<file path="src/rtl/rng_pkg.sv">
// Shared types and constants for the dice-roll random number datapath.
// Pure declarations: no logic and no latency.
// No flow control here; consumers own their handshakes.
package rng_pkg;

    // Roll sequencer states
    typedef enum logic [1:0] {
        IDLE,
        MOD,
        BCD,
        DONE
    } roll_state_t;

    localparam logic [7:0] DEFAULT_SEED = 8'hA5;
    localparam logic [7:0] DEFAULT_TAPS = 8'hB8;

    // Maximal-length feedback masks for widths 3..16 (zero for unsupported widths)
    function automatic logic [15:0] max_taps(input int width);
        logic [15:0] t;
        case (width)
            3:       t = 16'h0006;
            4:       t = 16'h000C;
            5:       t = 16'h0014;
            6:       t = 16'h0030;
            7:       t = 16'h0060;
            8:       t = 16'h00B8;
            9:       t = 16'h0110;
            10:      t = 16'h0240;
            11:      t = 16'h0500;
            12:      t = 16'h0E08;
            13:      t = 16'h1C80;
            14:      t = 16'h3802;
            15:      t = 16'h6000;
            16:      t = 16'hD008;
            default: t = 16'h0000;
        endcase
        return t;
    endfunction

endpackage

</file>
<file path="src/rtl/rng_bin2bcd_seq.sv">
// Sequential 7-bit binary to two-digit BCD converter (double-dabble).
// Latency: start edge loads, then 7 shift cycles; done is high during the last one.
// No backpressure: a new start restarts the conversion at once.
module rng_bin2bcd_seq (
    input  logic       clk,
    input  logic       rst,
    input  logic       start,
    input  logic [6:0] bin,
    output logic       done,
    output logic [3:0] tens,
    output logic [3:0] units
);

    logic [6:0]  sr;
    logic [3:0]  tens_q;
    logic [3:0]  units_q;
    logic [2:0]  cnt;
    logic        busy;
    logic [3:0]  tens_adj;
    logic [3:0]  units_adj;
    logic [14:0] shv;

    // Add-3 correction on each digit, then one left shift of {tens, units, sr}.
    // tens/units expose the post-shift digits so the final value is visible
    // in the same cycle that done is high.
    always_comb begin
        tens_adj  = (tens_q  >= 4'd5) ? tens_q  + 4'd3 : tens_q;
        units_adj = (units_q >= 4'd5) ? units_q + 4'd3 : units_q;
        shv       = {tens_adj, units_adj, sr} << 1;
        tens      = shv[14:11];
        units     = shv[10:7];
        done      = busy && (cnt == 3'd1);
    end

    // Load on start, otherwise shift one bit per cycle while busy.
    always_ff @(posedge clk or posedge rst) begin
        if (rst) begin
            sr      <= '0;
            tens_q  <= '0;
            units_q <= '0;
            cnt     <= '0;
            busy    <= 1'b0;
        end else if (start) begin
            sr      <= bin;
            tens_q  <= '0;
            units_q <= '0;
            cnt     <= 3'd7;
            busy    <= 1'b1;
        end else if (busy) begin
            sr      <= shv[6:0];
            tens_q  <= shv[14:11];
            units_q <= shv[10:7];
            cnt     <= cnt - 3'd1;
            if (cnt == 3'd1) begin
                busy <= 1'b0;
            end
        end
    end

endmodule

</file>
<file path="src/rtl/lfsr_roll_bcd.sv">
// Free-running LFSR dice roller: sample, reduce mod MAX_VAL+1, convert to BCD.
// Latency: valid pulses WIDTH+8 cycles after the accepting edge.
// ready is high only in IDLE; requests while busy are dropped, not queued.
module lfsr_roll_bcd
    import rng_pkg::*;
#(
    parameter int               WIDTH   = 8,
    parameter logic [WIDTH-1:0] TAPS    = DEFAULT_TAPS,
    parameter int               GALOIS  = 0,
    parameter logic [WIDTH-1:0] SEED    = DEFAULT_SEED,
    parameter int               MAX_VAL = 99
) (
    input  logic             clk,
    input  logic             rst,
    input  logic             en,
    input  logic             seed_load,
    input  logic [WIDTH-1:0] seed_in,
    input  logic             req,
    output logic             ready,
    output logic             valid,
    output logic [WIDTH-1:0] sample,
    output logic [6:0]       result,
    output logic [3:0]       bcd_tens,
    output logic [3:0]       bcd_units,
    output logic [WIDTH-1:0] lfsr_state
);

    localparam logic [7:0] MOD_BASE = 8'(MAX_VAL + 1);
    localparam int         CNT_W    = $clog2(WIDTH);
    localparam logic [CNT_W-1:0] LAST_BIT = CNT_W'(WIDTH - 1);

    logic [WIDTH-1:0] lfsr;
    logic [WIDTH-1:0] lfsr_next;
    roll_state_t      state;
    roll_state_t      state_next;
    logic [CNT_W-1:0] cnt;
    logic [WIDTH-1:0] sh;
    logic [6:0]       rem;
    logic [7:0]       r;
    logic [6:0]       rem_step;
    logic             bcd_start;
    logic             bcd_done;
    logic [3:0]       dig_tens;
    logic [3:0]       dig_units;

    assign lfsr_state = lfsr;

    // LFSR next value: seed load wins, an all-zero register self-heals to SEED.
    always_comb begin
        lfsr_next = lfsr;
        if (seed_load) begin
            lfsr_next = (seed_in == '0) ? SEED : seed_in;
        end else if (lfsr == '0) begin
            lfsr_next = SEED;
        end else if (en) begin
            if (GALOIS != 0) begin
                lfsr_next = lfsr[0] ? ((lfsr >> 1) ^ TAPS) : (lfsr >> 1);
            end else begin
                lfsr_next = {lfsr[WIDTH-2:0], ^(lfsr & TAPS)};
            end
        end
    end

    // LFSR register; runs independently of the roll sequencer.
    always_ff @(posedge clk or posedge rst) begin
        if (rst) begin
            lfsr <= SEED;
        end else begin
            lfsr <= lfsr_next;
        end
    end

    // Sequencer next state, restoring-remainder step and handshake outputs.
    always_comb begin
        state_next = state;
        r          = {rem, sh[WIDTH-1]};
        rem_step   = (r >= MOD_BASE) ? 7'(r - MOD_BASE) : r[6:0];
        bcd_start  = 1'b0;
        ready      = (state == IDLE);
        valid      = (state == DONE);
        case (state)
            IDLE: if (req) state_next = MOD;
            MOD: begin
                if (cnt == LAST_BIT) begin
                    state_next = BCD;
                    bcd_start  = 1'b1;
                end
            end
            BCD:  if (bcd_done) state_next = DONE;
            DONE: state_next = IDLE;
            default: state_next = IDLE;
        endcase
    end

    // Sequencer state, working registers and held result outputs.
    always_ff @(posedge clk or posedge rst) begin
        if (rst) begin
            state     <= IDLE;
            cnt       <= '0;
            sh        <= '0;
            rem       <= '0;
            sample    <= '0;
            result    <= '0;
            bcd_tens  <= '0;
            bcd_units <= '0;
        end else begin
            state <= state_next;
            case (state)
                IDLE: begin
                    if (req) begin
                        sample <= lfsr;
                        sh     <= lfsr;
                        rem    <= '0;
                        cnt    <= '0;
                    end
                end
                MOD: begin
                    rem <= rem_step;
                    sh  <= {sh[WIDTH-2:0], 1'b0};
                    cnt <= cnt + 1'b1;
                end
                BCD: begin
                    if (bcd_done) begin
                        result    <= rem;
                        bcd_tens  <= dig_tens;
                        bcd_units <= dig_units;
                    end
                end
                default: ;
            endcase
        end
    end

    // The final remainder is handed over combinationally on the last MOD cycle.
    rng_bin2bcd_seq u_bcd (
        .clk   (clk),
        .rst   (rst),
        .start (bcd_start),
        .bin   (rem_step),
        .done  (bcd_done),
        .tens  (dig_tens),
        .units (dig_units)
    );

endmodule
</file>
<file path="config.mk">
export PLATFORM = sky130hd
export DESIGN_NAME = lfsr_roll_bcd
export DESIGN_NICKNAME = d
export VERILOG_FILES = /design/src/rtl/rng_pkg.sv /design/src/rtl/rng_bin2bcd_seq.sv /design/src/rtl/lfsr_roll_bcd.sv
export SDC_FILE = /design/constraint.sdc
export NUM_CORES = 1
export LEC_CHECK = 0
export BUFFER_PORTS_ARGS = -buffer_cell sky130_fd_sc_hd__buf_2
export CORE_MARGIN = 4
export CORE_UTILIZATION = 60
export CTS_CLUSTER_SIZE = 25
export DETAILED_ROUTE_END_ITERATION = 10
export GPL_TIMING_DRIVEN = 0
export PLACE_DENSITY = 0.81
export SETUP_SLACK_MARGIN = 0.02
export SLEW_MARGIN = 10
export SYNTH_ARGS = -nofsm -noshare
export SYNTH_HDL_FRONTEND = slang
export SYNTH_HIERARCHICAL = 1
export SYNTH_SLANG_ARGS = --single-unit
</file>
<file path="constraint.sdc">
create_clock -name clk -period 3.2 [get_ports clk]
set_input_delay 0.32 -clock clk [delete_from_list [all_inputs] [get_ports clk]]
set_output_delay 0.32 -clock clk [all_outputs]
set_load 0.02 [all_outputs]
</file>
==> results.cfg <==
[place]
gp_congestion = 0.876
port_buffers = 44
place_hpwl_um = 5390
dp_slack_ns = 1.11

[synthesis]
synth_top_cell_area_share_pct = 46.7
yosysUniqueCellTypes = 51
ys_ff_latch = 70
syn_area_per_cell_um2 = 10.5
synthesis.area_um2 = 3540
synth_common_cells = dfrtp_1 (66), nand2_1 (48), o21ai_0 (32)
yosys_warnings = 6
synth_top_cells_by_area = dfrtp_1 (47%), mux2i_1 (5.9%), mux2_2 (5.7%)
ys.flop_type = dfrtp_1
seq_area_frac_synth_pct = 49.7
yosysTopAreaCell = dfrtp_1
synthCells = 338
synthesis.nets = 366
synth_edf_count = 0
synth_async_sr_flop_share_pct = 100
synth_most_common_cell = dfrtp_1

[final_layout]
nFillCells = 395
layout.nets = 423
layout-drive-gt1-share_pct = 24.5
seqCellArea_um2 = 1760
multiInputGateArea_um2 = 1630
antenna_cells = 0
syn_to_final_growth_pct = 15.7

[detailed_routing]
drt-initial-drc-count = 156
via_per_inst = 5.81
num_vias = 2740
drt_pass1_iterations = 4
route.detailed.drc = 0
final_antenna_net_count = 0
wl_um = 7740
avgRoutedWirePerCell_um = 16.4

[floorplan]
die_x_um = 84.8
initial_core_util_pct = 63.1
core_um2 = 5610
rows = 27
io-pin-count = 46
die_h_um = 84.8
dieArea_um2 = 7190

[critical_path]
critical_path.cell_chain = inv_1 -> ha_1 -> buf_2 -> and2_1 -> clkbuf_1 -> nor3b_1 -> a31oi_1 -> nand3_1
slowest_stage = dfrtp_1
start_kind = flip-flop
cp.required_ns = 3.42
cp_slowest_stage_delay_ns = 0.40
crit_family = buffers and inverters
path_max_fanout = 10
arrival_ns = 2.38
endpoint_kind = flip-flop
criticalPathCategory = flip-flop to flip-flop
cp_num_buf_inv = 3

[flow_run]
maxCapViolCount = 0

[timing]
clock_skew_ns = 0.00702
max_freq_ghz = 0.462
max_slew_margin_pct = 51.8
worst_slack_ns = 1.04
setup_viol = 0
fin_crit_sh_pct = 67.6
rsz0062_at_grt = no
final-max-slew-violation-count = 0
tightest_slew_ns = 0.722
finalHoldViolCount = 0
fin_tns_setup_ns = 0
finalCriticalPeriod_ns = 2.16

[hold_path]
hp-class = input port to flip-flop

[cts]
post-cts-setup-buffers = 0
cts_htree_levels = 3
ctsLongestPathBuffers = 2
cts_tree = built
numCtsBuffers = 9
cts.sinks = 70
worstSkewPairLatency_ns = 0.34
path_clk_slew_ns = 0.07
root_buffer = clkbuf_8

[grt]
grt_pass1_vias = 2794
grt_overflow_total = 0
antenna_found_initial = 0
grt_first_pass_wirelength_um = 13100
grt_start_max_net_pins = 37
track_usage_pct = 22.8

[outcome]
status = completed

[power]
power_density_nw_per_um2 = 821
leakagePower_nw = 2.01
ir_drop_mv = 0.465
placed cells by master, fill, tap and decap left out, drive strengths merged, types with 6 or more instances in the layout:
| master | n |
|---|---|
| dfrtp | 66 |
| a22o | 8 |
| nand2 | 48 |
| xnor2 | 6 |
| a21oi | 8 |
| clkbuf | 17 |
| buf | 54 |
| inv | 24 |
| ha | 15 |
| o21ai | 38 |
| mux2i | 21 |
| nor2 | 9 |
| nand2b | 6 |
| nor2b | 10 |
| mux2 | 18 |
repair_timing:
item,CTS,global route
hold endpoints to repair,15,0
gates resized for setup,0,0
hold buffers,1,0
metal layers:
metal | vias to the layer above | GRT usage (%) | wire, um
met4 | 0 | 8.92 | 155
met5 | - | 0 | 0
met1 | 1352 | 28.3 | 3360
li1 | 1293 | - | -
met3 | 16 | 4.71 | 266
met2 | 79 | 39.0 | 3970
layout make-up:
class	instances	area share, %
Timing Repair Buffer	46	6.11
Clock inverter	4	1.71
Inverter	24	2.20
Buffer	14	1.59
Sequential cell	70	42.9
Clock buffer	12	3.55
Multi-Input combinational cell	230	39.7
Tap cell	72	2.20
worst reg2reg max path: stages (launching register included):
cell and delay [ns]:
dfrtp_1 0.40, inv_1 0.10, ha_1 0.23, buf_2 0.29
and2_1 0.24, clkbuf_1 0.40, nor3b_1 0.11, a31oi_1 0.16
nand3_1 0.10
report_power, final:
group | internal (mW) | switching (mW) | total [mW]
combinational | 0.517 | 0.724 | 1.24
clock | 0.459 | 0.322 | 0.781
sequential | 1.13 | 0.210 | 1.34
flip-flops by register name, summed over array words and instances, names as in the netlist:
signal,count
state,2
sample,8
u_bcd/sr,7
u_bcd/busy,1
sh,8
rem,7
u_bcd/cnt,3
bcd_tens,4
u_bcd/tens_q,4
cnt,3
u_bcd/units_q,4
lfsr_state,8
result,7
bcd_units,4
metrics by stage:
| stage | hold slack (ns) | std cells | util, % | power (mW) | area, um^2 |
|---|---|---|---|---|---|
| after floorplan | 0.271 | 338 | - | 2.23 | 3540 |
| after global placement | 0.462 | 454 | 68.6 | 2.49 | 3850 |
| after CTS | 0.216 | 472 | 73.0 | 3.37 | 4090 |
| after detailed placement | 0.336 | 455 | 69.0 | 2.57 | 3870 |
| final | 0.229 | 472 | 73.0 | 3.36 | 4090 |
| after global routing | 0.228 | 472 | 73.0 | 3.60 | 4090 |
kinds of logic after synthesis:
| group | count (synthesis) | synth area share [%] |
|---|---|---|
| fa+ha+maj | 15 | 5.31 |
| mux | 39 | 11.7 |
| compound gates | 76 | 14.3 |
| buf+inv | 38 | 4.39 |
| flops | 70 | 49.7 |
| xor+xnor | 7 | 1.73 |
| simple gates | 93 | 12.9 |
final timing paths:
| check | end | startpoint | slack [ns] | cells after the start |
|---|---|---|---|---|
| hold reg to reg | result[2] | result[2] | 0.48 | 2 |
| setup / recovery | u_bcd/tens_q[1] | state[1] | 1.04 | 8 |
| setup reg to reg | u_bcd/tens_q[1] | state[1] | 1.04 | 8 |
| min in group asynchronous | sample[0] | rst | 0.51 | 3 |
| hold / removal | lfsr_state[6] | seed_in[6] | 0.23 | 3 |
| max in group asynchronous | u_bcd/units_q[0] | rst | 2.09 | 3 |
Note: power is estimated with default switching activity, not from simulation.
